`src/rtl/decode_pkg.sv`:
```
// decode_pkg: shared constants and types for the RV32I decode stage.
//   - ALU operation codes driven on out_alu_ctrl
//   - base opcode and funct7 encodings
//   - control-bundle field widths, the control-bundle struct and the
//     immediate-format enum used by the immediate generator
//   - state type for the output/skid buffer FSM
package decode_pkg;

    // ALU operation codes
    localparam logic [3:0] ALU_AND   = 4'b0000;
    localparam logic [3:0] ALU_OR    = 4'b0001;
    localparam logic [3:0] ALU_ADD   = 4'b0010;
    localparam logic [3:0] ALU_XOR   = 4'b0011;
    localparam logic [3:0] ALU_SLL   = 4'b0100;
    localparam logic [3:0] ALU_SRL   = 4'b0101;
    localparam logic [3:0] ALU_SUB   = 4'b0110;
    localparam logic [3:0] ALU_SLT   = 4'b0111;
    localparam logic [3:0] ALU_SLTU  = 4'b1000;
    localparam logic [3:0] ALU_SRA   = 4'b1001;
    localparam logic [3:0] ALU_PASSB = 4'b1010;

    // RV32I base opcodes (instr[6:0])
    localparam logic [6:0] OP_LUI    = 7'b0110111;
    localparam logic [6:0] OP_AUIPC  = 7'b0010111;
    localparam logic [6:0] OP_JAL    = 7'b1101111;
    localparam logic [6:0] OP_JALR   = 7'b1100111;
    localparam logic [6:0] OP_BRANCH = 7'b1100011;
    localparam logic [6:0] OP_LOAD   = 7'b0000011;
    localparam logic [6:0] OP_STORE  = 7'b0100011;
    localparam logic [6:0] OP_IMM    = 7'b0010011;
    localparam logic [6:0] OP_REG    = 7'b0110011;
    localparam logic [6:0] OP_FENCE  = 7'b0001111;
    localparam logic [6:0] OP_SYSTEM = 7'b1110011;

    // funct7 encodings for R-type and immediate shifts
    localparam logic [6:0] F7_BASE = 7'b0000000;
    localparam logic [6:0] F7_ALT  = 7'b0100000;

    // Control-bundle field widths
    localparam int unsigned REG_W = 5;
    localparam int unsigned F3_W  = 3;
    localparam int unsigned ALU_W = 4;

    typedef enum logic [2:0] {
        FMT_NONE,
        FMT_R,
        FMT_I,
        FMT_S,
        FMT_B,
        FMT_U,
        FMT_J
    } fmt_e;

    typedef enum logic [1:0] {
        ST_EMPTY,
        ST_ONE,
        ST_TWO
    } skid_state_e;

    typedef struct packed {
        logic [REG_W-1:0] rs1;
        logic [REG_W-1:0] rs2;
        logic [REG_W-1:0] rd;
        logic [F3_W-1:0]  func3;
        logic [ALU_W-1:0] alu_ctrl;
        logic             alu_src;
        logic             pc_src;
        logic             mem_read;
        logic             mem_write;
        logic             reg_write;
        logic             mem_to_reg;
        logic             branch;
        logic             jump;
        logic             illegal;
    } ctrl_t;

    // 32-bit immediate for the given format, sign-extended from instr[31].
    function automatic logic [31:0] imm_gen(input logic [31:0] i, input fmt_e fmt);
        case (fmt)
            FMT_I:   imm_gen = {{20{i[31]}}, i[31:20]};
            FMT_S:   imm_gen = {{20{i[31]}}, i[31:25], i[11:7]};
            FMT_B:   imm_gen = {{19{i[31]}}, i[31], i[7], i[30:25], i[11:8], 1'b0};
            FMT_U:   imm_gen = {i[31:12], 12'b0};
            FMT_J:   imm_gen = {{11{i[31]}}, i[31], i[19:12], i[20], i[30:21], 1'b0};
            default: imm_gen = '0;
        endcase
    endfunction

endpackage

```
`src/rtl/decode_if.sv`:
```
// decode_if: fetch-side and execute-side handshake bundle of the decode stage.
//   fetch side : in_valid, in_ready, in_instr, in_pc, flush
//   execute side: out_valid, out_ready and the decoded out_* fields
// modport slave is the decode stage; modport master is its environment.
interface decode_if
    import decode_pkg::*;
#(
    parameter int unsigned XLEN = 32,
    parameter int unsigned PC_W = 32
);
    logic             in_valid;
    logic             in_ready;
    logic [31:0]      in_instr;
    logic [PC_W-1:0]  in_pc;
    logic             flush;

    logic             out_valid;
    logic             out_ready;
    logic [PC_W-1:0]  out_pc;
    logic [XLEN-1:0]  out_imm;
    logic [REG_W-1:0] out_rs1;
    logic [REG_W-1:0] out_rs2;
    logic [REG_W-1:0] out_rd;
    logic [F3_W-1:0]  out_func3;
    logic [ALU_W-1:0] out_alu_ctrl;
    logic             out_alu_src;
    logic             out_pc_src;
    logic             out_mem_read;
    logic             out_mem_write;
    logic             out_reg_write;
    logic             out_mem_to_reg;
    logic             out_branch;
    logic             out_jump;
    logic             out_illegal;

    modport slave (
        input  in_valid, in_instr, in_pc, flush, out_ready,
        output in_ready, out_valid, out_pc, out_imm, out_rs1, out_rs2, out_rd,
               out_func3, out_alu_ctrl, out_alu_src, out_pc_src, out_mem_read,
               out_mem_write, out_reg_write, out_mem_to_reg, out_branch,
               out_jump, out_illegal
    );

    modport master (
        output in_valid, in_instr, in_pc, flush, out_ready,
        input  in_ready, out_valid, out_pc, out_imm, out_rs1, out_rs2, out_rd,
               out_func3, out_alu_ctrl, out_alu_src, out_pc_src, out_mem_read,
               out_mem_write, out_reg_write, out_mem_to_reg, out_branch,
               out_jump, out_illegal
    );

endinterface

```
`src/rtl/decode_comb.sv`:
```
// decode_comb: purely combinational RV32I instruction cracker.
//   instr : raw 32-bit instruction
//   imm   : format immediate, sign-extended to XLEN (0 for R-type / NOP)
//   ctrl  : control bundle; register fields are zero where the format has
//           none, and an illegal encoding yields an all-zero bundle with
//           only the illegal flag set.
module decode_comb
    import decode_pkg::*;
#(
    parameter int unsigned XLEN = 32
) (
    input  logic [31:0]     instr,
    output logic [XLEN-1:0] imm,
    output ctrl_t           ctrl
);

    logic [6:0] opcode;
    logic [2:0] f3;
    logic [6:0] f7;
    ctrl_t      c;
    fmt_e       fmt;
    logic       legal;

    assign opcode = instr[6:0];
    assign f3     = instr[14:12];
    assign f7     = instr[31:25];

    always_comb begin
        c     = '0;
        fmt   = FMT_NONE;
        legal = 1'b1;

        case (opcode)
            OP_LUI: begin
                fmt         = FMT_U;
                c.alu_ctrl  = ALU_PASSB;
                c.alu_src   = 1'b1;
                c.reg_write = 1'b1;
            end
            OP_AUIPC: begin
                fmt         = FMT_U;
                c.alu_ctrl  = ALU_ADD;
                c.alu_src   = 1'b1;
                c.pc_src    = 1'b1;
                c.reg_write = 1'b1;
            end
            OP_JAL: begin
                fmt         = FMT_J;
                c.alu_ctrl  = ALU_ADD;
                c.alu_src   = 1'b1;
                c.pc_src    = 1'b1;
                c.reg_write = 1'b1;
                c.jump      = 1'b1;
            end
            OP_JALR: begin
                fmt         = FMT_I;
                legal       = (f3 == 3'b000);
                c.alu_ctrl  = ALU_ADD;
                c.alu_src   = 1'b1;
                c.pc_src    = 1'b1;
                c.reg_write = 1'b1;
                c.jump      = 1'b1;
            end
            OP_BRANCH: begin
                fmt      = FMT_B;
                legal    = (f3[2:1] != 2'b01);
                c.branch = 1'b1;
                case (f3[2:1])
                    2'b00:   c.alu_ctrl = ALU_SUB;
                    2'b10:   c.alu_ctrl = ALU_SLT;
                    default: c.alu_ctrl = ALU_SLTU;
                endcase
            end
            OP_LOAD: begin
                // legal widths: LB LH LW LBU LHU
                fmt          = FMT_I;
                legal        = (f3 != 3'b011) && (f3[2:1] != 2'b11);
                c.alu_ctrl   = ALU_ADD;
                c.alu_src    = 1'b1;
                c.mem_read   = 1'b1;
                c.mem_to_reg = 1'b1;
                c.reg_write  = 1'b1;
            end
            OP_STORE: begin
                // legal widths: SB SH SW
                fmt         = FMT_S;
                legal       = !f3[2] && (f3[1:0] != 2'b11);
                c.alu_ctrl  = ALU_ADD;
                c.alu_src   = 1'b1;
                c.mem_write = 1'b1;
            end
            OP_IMM: begin
                fmt         = FMT_I;
                c.alu_src   = 1'b1;
                c.reg_write = 1'b1;
                case (f3)
                    3'b000: c.alu_ctrl = ALU_ADD;
                    3'b001: begin
                        c.alu_ctrl = ALU_SLL;
                        legal      = (f7 == F7_BASE);
                    end
                    3'b010: c.alu_ctrl = ALU_SLT;
                    3'b011: c.alu_ctrl = ALU_SLTU;
                    3'b100: c.alu_ctrl = ALU_XOR;
                    3'b101: begin
                        c.alu_ctrl = instr[30] ? ALU_SRA : ALU_SRL;
                        legal      = (f7 == F7_BASE) || (f7 == F7_ALT);
                    end
                    3'b110: c.alu_ctrl = ALU_OR;
                    3'b111: c.alu_ctrl = ALU_AND;
                endcase
            end
            OP_REG: begin
                fmt         = FMT_R;
                c.reg_write = 1'b1;
                if (f7 == F7_BASE) begin
                    case (f3)
                        3'b000: c.alu_ctrl = ALU_ADD;
                        3'b001: c.alu_ctrl = ALU_SLL;
                        3'b010: c.alu_ctrl = ALU_SLT;
                        3'b011: c.alu_ctrl = ALU_SLTU;
                        3'b100: c.alu_ctrl = ALU_XOR;
                        3'b101: c.alu_ctrl = ALU_SRL;
                        3'b110: c.alu_ctrl = ALU_OR;
                        3'b111: c.alu_ctrl = ALU_AND;
                    endcase
                end else if (f7 == F7_ALT && f3 == 3'b000) begin
                    c.alu_ctrl = ALU_SUB;
                end else if (f7 == F7_ALT && f3 == 3'b101) begin
                    c.alu_ctrl = ALU_SRA;
                end else begin
                    legal = 1'b0;
                end
            end
            OP_FENCE, OP_SYSTEM: begin
                // FENCE / ECALL / EBREAK: architectural NOP at this stage
            end
            default: legal = 1'b0;
        endcase

        if (fmt inside {FMT_R, FMT_I, FMT_S, FMT_B}) begin
            c.rs1   = instr[19:15];
            c.func3 = f3;
        end
        if (fmt inside {FMT_R, FMT_S, FMT_B}) begin
            c.rs2 = instr[24:20];
        end
        if (fmt inside {FMT_R, FMT_I, FMT_U, FMT_J}) begin
            c.rd = instr[11:7];
        end
        if (c.rd == '0) begin
            c.reg_write = 1'b0;
        end

        // Illegal encodings still flow down the pipe as a flagged NOP.
        if (!legal) begin
            c         = '0;
            c.illegal = 1'b1;
            fmt       = FMT_NONE;
        end

        ctrl = c;
        imm  = XLEN'($signed(imm_gen(instr, fmt)));
    end

endmodule

```
`src/rtl/decode_pipe.sv`:
```
// decode_pipe: RV32I decode stage between fetch and execute.
//   clk  : clock, all state on posedge
//   rst  : asynchronous, active-low reset
//   bus  : decode_if.slave -- fetch handshake (in_*, flush) and the
//          registered decoded bundle with execute handshake (out_*)
// An instruction accepted in cycle N is presented on out_* in cycle N+1.
// SKID_EN=1 adds a second (skid) entry so in_ready can be registered;
// SKID_EN=0 uses a single output entry with combinational in_ready.
module decode_pipe
    import decode_pkg::*;
#(
    parameter int unsigned XLEN    = 32,
    parameter int unsigned PC_W    = 32,
    parameter bit          SKID_EN = 1'b1
) (
    input logic   clk,
    input logic   rst,
    decode_if.slave bus
);

    ctrl_t           dec_ctrl;
    logic [XLEN-1:0] dec_imm;

    ctrl_t           out_ctrl;
    logic [XLEN-1:0] out_imm_q;
    logic [PC_W-1:0] out_pc_q;
    logic            out_valid_q;
    logic            in_ready_w;
    logic            accept;

    decode_comb #(
        .XLEN (XLEN)
    ) u_decode_comb (
        .instr (bus.in_instr),
        .imm   (dec_imm),
        .ctrl  (dec_ctrl)
    );

    // Beats offered during a flush are dropped.
    assign accept = bus.in_valid & in_ready_w & ~bus.flush;

    generate
        if (SKID_EN) begin : g_skid
            skid_state_e     state;
            ctrl_t           skid_ctrl;
            logic [XLEN-1:0] skid_imm;
            logic [PC_W-1:0] skid_pc;
            logic            in_ready_q;

            always_ff @(posedge clk or negedge rst) begin
                if (!rst) begin
                    state       <= ST_EMPTY;
                    in_ready_q  <= 1'b1;
                    out_valid_q <= 1'b0;
                    out_ctrl    <= '0;
                    out_imm_q   <= '0;
                    out_pc_q    <= '0;
                    skid_ctrl   <= '0;
                    skid_imm    <= '0;
                    skid_pc     <= '0;
                end else if (bus.flush) begin
                    state       <= ST_EMPTY;
                    in_ready_q  <= 1'b1;
                    out_valid_q <= 1'b0;
                end else begin
                    case (state)
                        ST_EMPTY: begin
                            if (accept) begin
                                out_ctrl    <= dec_ctrl;
                                out_imm_q   <= dec_imm;
                                out_pc_q    <= bus.in_pc;
                                out_valid_q <= 1'b1;
                                state       <= ST_ONE;
                            end
                        end
                        ST_ONE: begin
                            if (accept && bus.out_ready) begin
                                out_ctrl  <= dec_ctrl;
                                out_imm_q <= dec_imm;
                                out_pc_q  <= bus.in_pc;
                            end else if (accept) begin
                                // output stalled: park the new beat behind it
                                skid_ctrl  <= dec_ctrl;
                                skid_imm   <= dec_imm;
                                skid_pc    <= bus.in_pc;
                                state      <= ST_TWO;
                                in_ready_q <= 1'b0;
                            end else if (bus.out_ready) begin
                                out_valid_q <= 1'b0;
                                state       <= ST_EMPTY;
                            end
                        end
                        ST_TWO: begin
                            if (bus.out_ready) begin
                                out_ctrl   <= skid_ctrl;
                                out_imm_q  <= skid_imm;
                                out_pc_q   <= skid_pc;
                                state      <= ST_ONE;
                                in_ready_q <= 1'b1;
                            end
                        end
                        default: begin
                            state       <= ST_EMPTY;
                            in_ready_q  <= 1'b1;
                            out_valid_q <= 1'b0;
                        end
                    endcase
                end
            end

            assign in_ready_w = in_ready_q;
        end else begin : g_single
            assign in_ready_w = ~out_valid_q | bus.out_ready;

            always_ff @(posedge clk or negedge rst) begin
                if (!rst) begin
                    out_valid_q <= 1'b0;
                    out_ctrl    <= '0;
                    out_imm_q   <= '0;
                    out_pc_q    <= '0;
                end else if (bus.flush) begin
                    out_valid_q <= 1'b0;
                end else if (accept) begin
                    out_ctrl    <= dec_ctrl;
                    out_imm_q   <= dec_imm;
                    out_pc_q    <= bus.in_pc;
                    out_valid_q <= 1'b1;
                end else if (bus.out_ready) begin
                    out_valid_q <= 1'b0;
                end
            end
        end
    endgenerate

    assign bus.in_ready       = in_ready_w;
    assign bus.out_valid      = out_valid_q;
    assign bus.out_pc         = out_pc_q;
    assign bus.out_imm        = out_imm_q;
    assign bus.out_rs1        = out_ctrl.rs1;
    assign bus.out_rs2        = out_ctrl.rs2;
    assign bus.out_rd         = out_ctrl.rd;
    assign bus.out_func3      = out_ctrl.func3;
    assign bus.out_alu_ctrl   = out_ctrl.alu_ctrl;
    assign bus.out_alu_src    = out_ctrl.alu_src;
    assign bus.out_pc_src     = out_ctrl.pc_src;
    assign bus.out_mem_read   = out_ctrl.mem_read;
    assign bus.out_mem_write  = out_ctrl.mem_write;
    assign bus.out_reg_write  = out_ctrl.reg_write;
    assign bus.out_mem_to_reg = out_ctrl.mem_to_reg;
    assign bus.out_branch     = out_ctrl.branch;
    assign bus.out_jump       = out_ctrl.jump;
    assign bus.out_illegal    = out_ctrl.illegal;

endmodule

```
`src/flat_wrapper.sv`:
```
// flat-port wrapper written by rule: the top's interface ports become plain ports
module decode_pipe_flat import decode_pkg::*;
#(
    parameter int unsigned XLEN    = 32,
    parameter int unsigned PC_W    = 32,
    parameter bit          SKID_EN = 1'b1
)
  (clk, rst, bus_in_valid, bus_in_instr, bus_in_pc, bus_flush, bus_out_ready, bus_in_ready, bus_out_valid, bus_out_pc, bus_out_imm, bus_out_rs1, bus_out_rs2, bus_out_rd, bus_out_func3, bus_out_alu_ctrl, bus_out_alu_src, bus_out_pc_src, bus_out_mem_read, bus_out_mem_write, bus_out_reg_write, bus_out_mem_to_reg, bus_out_branch, bus_out_jump, bus_out_illegal);
  decode_if #(.XLEN(XLEN), .PC_W(PC_W)) bus_i ();
  input logic clk;
  input logic rst;
  input wire logic [$bits(bus_i.in_valid)-1:0] bus_in_valid;
  input wire logic [$bits(bus_i.in_instr)-1:0] bus_in_instr;
  input wire logic [$bits(bus_i.in_pc)-1:0] bus_in_pc;
  input wire logic [$bits(bus_i.flush)-1:0] bus_flush;
  input wire logic [$bits(bus_i.out_ready)-1:0] bus_out_ready;
  output wire logic [$bits(bus_i.in_ready)-1:0] bus_in_ready;
  output wire logic [$bits(bus_i.out_valid)-1:0] bus_out_valid;
  output wire logic [$bits(bus_i.out_pc)-1:0] bus_out_pc;
  output wire logic [$bits(bus_i.out_imm)-1:0] bus_out_imm;
  output wire logic [$bits(bus_i.out_rs1)-1:0] bus_out_rs1;
  output wire logic [$bits(bus_i.out_rs2)-1:0] bus_out_rs2;
  output wire logic [$bits(bus_i.out_rd)-1:0] bus_out_rd;
  output wire logic [$bits(bus_i.out_func3)-1:0] bus_out_func3;
  output wire logic [$bits(bus_i.out_alu_ctrl)-1:0] bus_out_alu_ctrl;
  output wire logic [$bits(bus_i.out_alu_src)-1:0] bus_out_alu_src;
  output wire logic [$bits(bus_i.out_pc_src)-1:0] bus_out_pc_src;
  output wire logic [$bits(bus_i.out_mem_read)-1:0] bus_out_mem_read;
  output wire logic [$bits(bus_i.out_mem_write)-1:0] bus_out_mem_write;
  output wire logic [$bits(bus_i.out_reg_write)-1:0] bus_out_reg_write;
  output wire logic [$bits(bus_i.out_mem_to_reg)-1:0] bus_out_mem_to_reg;
  output wire logic [$bits(bus_i.out_branch)-1:0] bus_out_branch;
  output wire logic [$bits(bus_i.out_jump)-1:0] bus_out_jump;
  output wire logic [$bits(bus_i.out_illegal)-1:0] bus_out_illegal;
  assign bus_i.in_valid = bus_in_valid;
  assign bus_i.in_instr = bus_in_instr;
  assign bus_i.in_pc = bus_in_pc;
  assign bus_i.flush = bus_flush;
  assign bus_i.out_ready = bus_out_ready;
  assign bus_in_ready = bus_i.in_ready;
  assign bus_out_valid = bus_i.out_valid;
  assign bus_out_pc = bus_i.out_pc;
  assign bus_out_imm = bus_i.out_imm;
  assign bus_out_rs1 = bus_i.out_rs1;
  assign bus_out_rs2 = bus_i.out_rs2;
  assign bus_out_rd = bus_i.out_rd;
  assign bus_out_func3 = bus_i.out_func3;
  assign bus_out_alu_ctrl = bus_i.out_alu_ctrl;
  assign bus_out_alu_src = bus_i.out_alu_src;
  assign bus_out_pc_src = bus_i.out_pc_src;
  assign bus_out_mem_read = bus_i.out_mem_read;
  assign bus_out_mem_write = bus_i.out_mem_write;
  assign bus_out_reg_write = bus_i.out_reg_write;
  assign bus_out_mem_to_reg = bus_i.out_mem_to_reg;
  assign bus_out_branch = bus_i.out_branch;
  assign bus_out_jump = bus_i.out_jump;
  assign bus_out_illegal = bus_i.out_illegal;
  decode_pipe #(.XLEN(XLEN), .PC_W(PC_W), .SKID_EN(SKID_EN)) u_core (.clk(clk), .rst(rst), .bus(bus_i));
endmodule
```
`config.mk`:
```
export PLATFORM = sky130hd
export DESIGN_NAME = decode_pipe_flat
export DESIGN_NICKNAME = d
export VERILOG_FILES = /design/src/rtl/decode_pkg.sv /design/src/rtl/decode_if.sv /design/src/rtl/decode_comb.sv /design/src/rtl/decode_pipe.sv /design/src/flat_wrapper.sv
export SDC_FILE = /design/constraint.sdc
export NUM_CORES = 1
export LEC_CHECK = 0
export CAP_MARGIN = 10
export CORE_AREA = 2 2 126 140
export CTS_BUF_LIST = sky130_fd_sc_hd__clkbuf_16
export CTS_CLUSTER_DIAMETER = 40
export DETAILED_ROUTE_END_ITERATION = 6
export DIE_AREA = 0 0 128 142
export GPL_TIMING_DRIVEN = 0
export HOLD_SLACK_MARGIN = 0.05
export PLACE_DENSITY = 0.82
export SLEW_MARGIN = 20
export SYNTH_ARGS = -nofsm -noshare
export SYNTH_HDL_FRONTEND = slang
export SYNTH_SLANG_ARGS = --single-unit
```
`constraint.sdc`:
```
create_clock -name clk -period 6.25 [get_ports clk]
set_input_delay 1.25 -clock clk [delete_from_list [all_inputs] [get_ports clk]]
set_output_delay 1.25 -clock clk [all_outputs]
set_load 0.05 [all_outputs]
```
## Word-level counts from Yosys, hierarchy flattened

Memories as Yosys holds them, arrays and structs flattened.
Index checks and enable logic that the tools add are counted.

- Register bits: 194
- Memory bits (read-only): 32
- Input bits: 69
- Memories kept: 1

Memories:

| memory | words | bits a word | rd ports | clocked after Yosys merged registers in | write ports | RTL line | text |
|---|---|---|---|---|---|---|---|
| (name not given) | 8 | 4 | 1 | 0 | 0 | decode_comb.sv:117 | `case (f3)` |

- Eq/ne operators: 49
- Mux-type cells: 58
- Bitwise gates (word level): 4
- Reductions and logical operators: 29

Operators by type and width:

| cell | number |
|---|---|
| $mux 32 | 6 |
| $pmux 32 s3 | 2 |
| $pmux 32 s5 | 1 |
| $mux 31 | 4 |
| $pmux 31 s3 | 1 |
| $pmux 4 s8 | 1 |
| $eq 3x3->1 const B | 10 |
| $eq 7x6->1 const B | 4 |
| $eq 7x7->1 const B | 4 |
| $mux 1 | 20 |
| $pmux 4 s5 | 1 |
| $eq 3x2->1 const B | 6 |
| $pmux 3 s6 | 1 |
| $mux 4 | 4 |
| $mux 5 | 3 |
| $eq 7x5->1 const B | 2 |
| $reduce_or 7->1 | 2 |
| $mux 2 | 6 |
| $ne 3x3->1 const B | 4 |
| $reduce_and 4->1 | 3 |
| $ne 2x2->1 const B | 5 |
| $reduce_and 5->1 | 2 |
| $reduce_or 5->1 | 2 |
| $ne 3x2->1 const B | 3 |
| 26 further kinds | 43 |

## Depth between registers and ports, before layout

- Word-level depth: 11
- Depth in mapped cells: 11
- Gate-level depth less buffers: 9

## Modules after synthesis

From an unflattened synthesis, not the netlist that was laid out.

- Cells, all modules: 870
- Area total of the unflattened synthesis: 9,897.0 um^2

By module, submodules not included:

| module | times used | cells an instance | area each (um^2) |
|---|---|---|---|
| decode_pipe | 1 | 640 | 8,330.5 |
| decode_comb | 1 | 230 | 1,566.5 |

## Least setup slack after synthesis

No wires, ideal clock.

- Kind: input-to-reg
- Start: input bus_in_instr[6]
- End: register u_core.out_ctrl (netlist bit u_core.bus.out_func3[2])
- Library setup time: 77 ps
- Arrival: 3,246 ps
- Path slack: 2,927 ps
- Stages: 11
- Cell sequence: clkbuf_1 or3b_2 nor2_1 a21oi_1 inv_1 ha_1 nor3_1 a21oi_1 buf_4 nand4_1 a21oi_1

- Word-level cells in the longest chain between the ends: 9

RTL lines:

| element | RTL line | text |
|---|---|---|
| start, declared | flat_wrapper.sv:13 | `input wire logic [$bits(bus_i.in_instr)-1:0] bus_in_instr;` |
| $eq 7x5->1, or another cell as far along | decode_comb.sv:33 | `case (opcode)` |
| $reduce_or 3->1 (no source line) or $reduce_or 2->1 (tied branches) | -- |  |
| $pmux 3 s6 | decode_comb.sv:33 |  |
| $eq 3x1->1, or another cell as far along | decode_comb.sv:141 | `if (fmt inside {FMT_R, FMT_I, FMT_S, FMT_B}) begin` |
| $reduce_bool 4->1 | decode_comb.sv:141 |  |
| $mux 3 | decode_comb.sv:141 |  |
| $mux 31 * | decode_comb.sv:156 | `if (!legal) begin` |
| $mux 31, on equally long branches | decode_pipe.sv:77, decode_pipe.sv:68 |  |
| $pmux 31 s3 * | decode_pipe.sv:66 | `case (state)` |
| end signal, assigned | decode_pipe.sv:69 | `out_ctrl <= dec_ctrl;` |
| end signal, assigned | decode_pipe.sv:78 | `out_ctrl <= dec_ctrl;` |
| end signal, assigned | decode_pipe.sv:95 | `out_ctrl <= skid_ctrl;` |
| end, declared | decode_pipe.sv:24 | `ctrl_t out_ctrl;` |

Every way passes the cells marked *; elsewhere a longest branch is shown, timed or not. The select of a mux whose other input is x is not followed.
A chain may end at the register's enable or synchronous reset.

## Final worst setup path

- Start: input bus_in_instr[13]
- End: register u_core.out_imm_q[21], in the netlist u_core.bus.out_imm[21]

- Word-level cells in the longest chain between the ends: 11

RTL lines:

| element | RTL line | text |
|---|---|---|
| $eq 3x3->1 | decode_comb.sv:96, decode_comb.sv:129 |  |
| $logic_and 1x1->1 | decode_comb.sv:129 | `end else if (f7 == F7_ALT && f3 == 3'b101) begin` |
| $mux 1 | decode_comb.sv:129 |  |
| $mux 1 | decode_comb.sv:127 | `end else if (f7 == F7_ALT && f3 == 3'b000) begin` |
| $mux 1 | decode_comb.sv:116 | `if (f7 == F7_BASE) begin` |
| $pmux 1 s7 * | decode_comb.sv:33 |  |
| $mux 3 * | decode_comb.sv:156 |  |
| $eq 3x3->1 or $eq 3x2->1 (tied branches) | decode_pkg.sv:79 | `case (fmt)` |
| $pmux 32 s5 * | decode_pkg.sv:79 |  |
| $mux 32, on equally long branches | decode_pipe.sv:77, decode_pipe.sv:68 |  |
| $pmux 32 s3 * | decode_pipe.sv:66 |  |
| end signal, assigned | decode_pipe.sv:70 | `out_imm_q <= dec_imm;` |
| end signal, assigned | decode_pipe.sv:79 | `out_imm_q <= dec_imm;` |
| end signal, assigned | decode_pipe.sv:96 | `out_imm_q <= skid_imm;` |
| end, declared | decode_pipe.sv:25 | `logic [XLEN-1:0] out_imm_q;` |

Marked as above.

==> metrics.cfg <==
[clocking]
clk_latency_ns=0.44
numCtsBuffers=17
cts_tree=yes
cts-resized-gates=0
clkTransAtPathRegs_ns=0.07
ctsHtreeMaxLevel=4
cts_root_buf=clkbuf_16
hold_buffers=0
post_cts.repair.setup_buffers=0
cts.sinks=192
clock_path_buffers=2

[worst_setup_path]
cp_max_fo=10
r2r-start=u_core.bus.in_ready
crit_arrival_ns=4.31
startpoint_type=input pin
crit_start=bus_in_instr[13]
cp-end-kind=flip-flop
r2r_slack_ns=3.18
worstPathRequired_ns=6.56
path_class=in2reg
endpoint=u_core.bus.out_imm[21]
rr_worst_depth=7
r2r_end=u_core.bus.out_pc[31]

[sta]
tns_ns=0
maxSlewViolCount=0
relSlewSlack_pct=38.6
final_hold_viol_count=0
whs_ns=0.479
setup_ws_ns=2.25
fin_crit_ns=4.00
worstMarginPinSlew_ns=0.908
min_period_over_period_pct=64.0
report.final.setup_viol=0
finClkSkew_ns=0.00951
max_freq_mhz=250
rsz0062_at_grt=false

[floorplanning]
die-area_mm2=0.0182
die_width_um=128
start_util_pct=54.4
core-area_mm2=0.0168
die_h_um=142
boundaryPins=166
rows=50

[logic_synthesis]
synth_cells=1057
synth_cell_types=61
netlist_area_mm2=0.00911
yosysSeqAreaShare_pct=52.7
synth_nets=1134
synth.ff_latch_count=192
synth-main-ff-cell=dfrtp_1
syn_avg_cell_area_um2=8.62
synth_edf_count=0
ys_async_sr_fraction_pct=100
ys.warnings.count=0

[routing]
drtAntennaViolNets=0
drc=0
wl_um=27300
firstDrtPassIters=6
avgRoutedWirePerCell_um=18.7
vias=8673
vias_per_cell=5.94
first_iter_violations=799

[grt]
grt_pass1_wl_um=43400
antenna_found_initial=0
grt_overflow=0
grt_usage_pct=30.5
grt_max_degree=101
grt_pass1_vias=8268

[flow_run]
maxCapViolCount=0

[placed_design]
dp_hpwl_um=19600
routabilityCongestion=0.968
port_buffers=162
post-place-ws_ns=1.90

[power_and_ir_drop]
power_density_mw_per_mm2=339
irDropWorstVdd_mv=0.201
p_leak_nw=4.91

[final_layout]
area_growth_pct=27.1
antenna_cells=0
drive_gt1_share_pct=5.83
nets=1316
final_core_util_pct=69.1

[status]
status=completed

[min_path]
hold_path.class=reg2reg

## cells by family (layout without fill, tap and decap cells)
logic type / Yosys count / after routing / synth area share (%)
AOI/OAI and AO/OA: 295 / 295 / 19.0
muxes: 2 / 2 / 0.233
and+or+nand+nor: 457 / 457 / 22.2
adders and majority gates: 8 / 8 / 1.10
DFF: 192 / 192 / 52.7
buffers and inverters: 102 / 297 / 4.61
xor gates and xnor gates: 1 / 1 / 0.0961
## synth_stat cells, drive strengths merged, types with 2 or more instances
cell type	instances	area share, %
a31o	2	0.19
clkbuf	62	2.6
nand2b	6	0.41
or3	26	1.8
o21bai	3	0.25
a31oi	74	5.1
a21oi	100	5.6
or4	2	0.21
nand3	22	1.3
a32oi	3	0.37
and3	6	0.41
nand4	17	1.2
or3b	2	0.19
a21o	2	0.16
dfrtp	191	52
nor2	111	4.6
o22ai	14	0.96
nand2	234	9.6
or2	3	0.21
a21boi	2	0.16
and3b	2	0.19
o21ai	71	3.9
nand3b	4	0.37
o22a	2	0.19
nor4b	2	0.19
inv	19	0.78
ha	8	1.1
buf	21	1.3
nor3	7	0.44
nor2b	5	0.34
a211oi	3	0.25
and2	3	0.21
o31ai	11	0.91
## layer usage
layer | wire, µm | GRT usage [%] | vias up
met4 | 688 | 10.4 | 0
li1 | - | - | 4043
met3 | 2050 | 4.14 | 45
met5 | 0 | 0 | -
met1 | 11100 | 41.6 | 4146
met2 | 13500 | 50.6 | 439
## critical path, cell delays in order
cell,delay [ns]
clkdlybuf4s50_1,0.61
clkbuf_1,0.51
inv_1,0.14
ha_1,0.30
nand2_1,0.14
nand3_1,0.12
a311oi_2,0.45
a21oi_4,0.18
a21oi_1,0.25
buf_2,0.27
a21oi_1,0.11
## cell usage in the layout (no fill, tap or decap), types with 21 or more instances in the layout
cell	instances
a21oi_1	99
a31oi_1	73
clkbuf_1	62
clkdlybuf4s50_1	161
dfrtp_1	191
nand2_1	234
nand3_1	21
nor2_1	110
o21ai_0	71
or3_1	26
## report_power, final
part,switching [W],total (W),internal [W]
clock,0.000515,0.00104,0.000523
sequential,0.000154,0.00166,0.00150
combinational,0.000817,0.00124,0.000421
## metrics by stage
step,instances,total power (W),area [µm²]
3_3_place_gp,1427,0.00288,11000
6_report,1460,0.00393,11600
2_1_floorplan,1057,0.00243,9110
5_1_grt,1460,0.00409,11600
4_1_cts,1460,0.00393,11600
3_5_place_dp,1428,0.00291,11000
## worst min path at each step
stage,startpoint,end,slack (ns),cells past startpoint
after floorplan,u_core.g_skid.skid_ctrl[11],u_core.g_skid.skid_ctrl[11],0.44,2
after global placement,u_core.g_skid.skid_ctrl[8],u_core.g_skid.skid_ctrl[8],0.46,2
after detailed placement,u_core.g_skid.skid_pc[3],u_core.g_skid.skid_pc[3],0.46,2
after CTS,u_core.g_skid.skid_pc[3],u_core.g_skid.skid_pc[3],0.48,2
after global routing,u_core.g_skid.skid_pc[9],u_core.g_skid.skid_pc[9],0.50,2
final,u_core.g_skid.skid_pc[3],u_core.g_skid.skid_pc[3],0.48,2
## layout make-up
cell class                 count  area, µm²
inverter                      19       71.3
sequential                   192       4810
timing repair buffer         163       1650
multi-input combinational    763       3890
buffer                        83        349
clock inverter                15        133
clock buffer                  17        425
fill                        1377       5180
tap                          208        260
No activity file was read; power rests on OpenSTA's default activity.
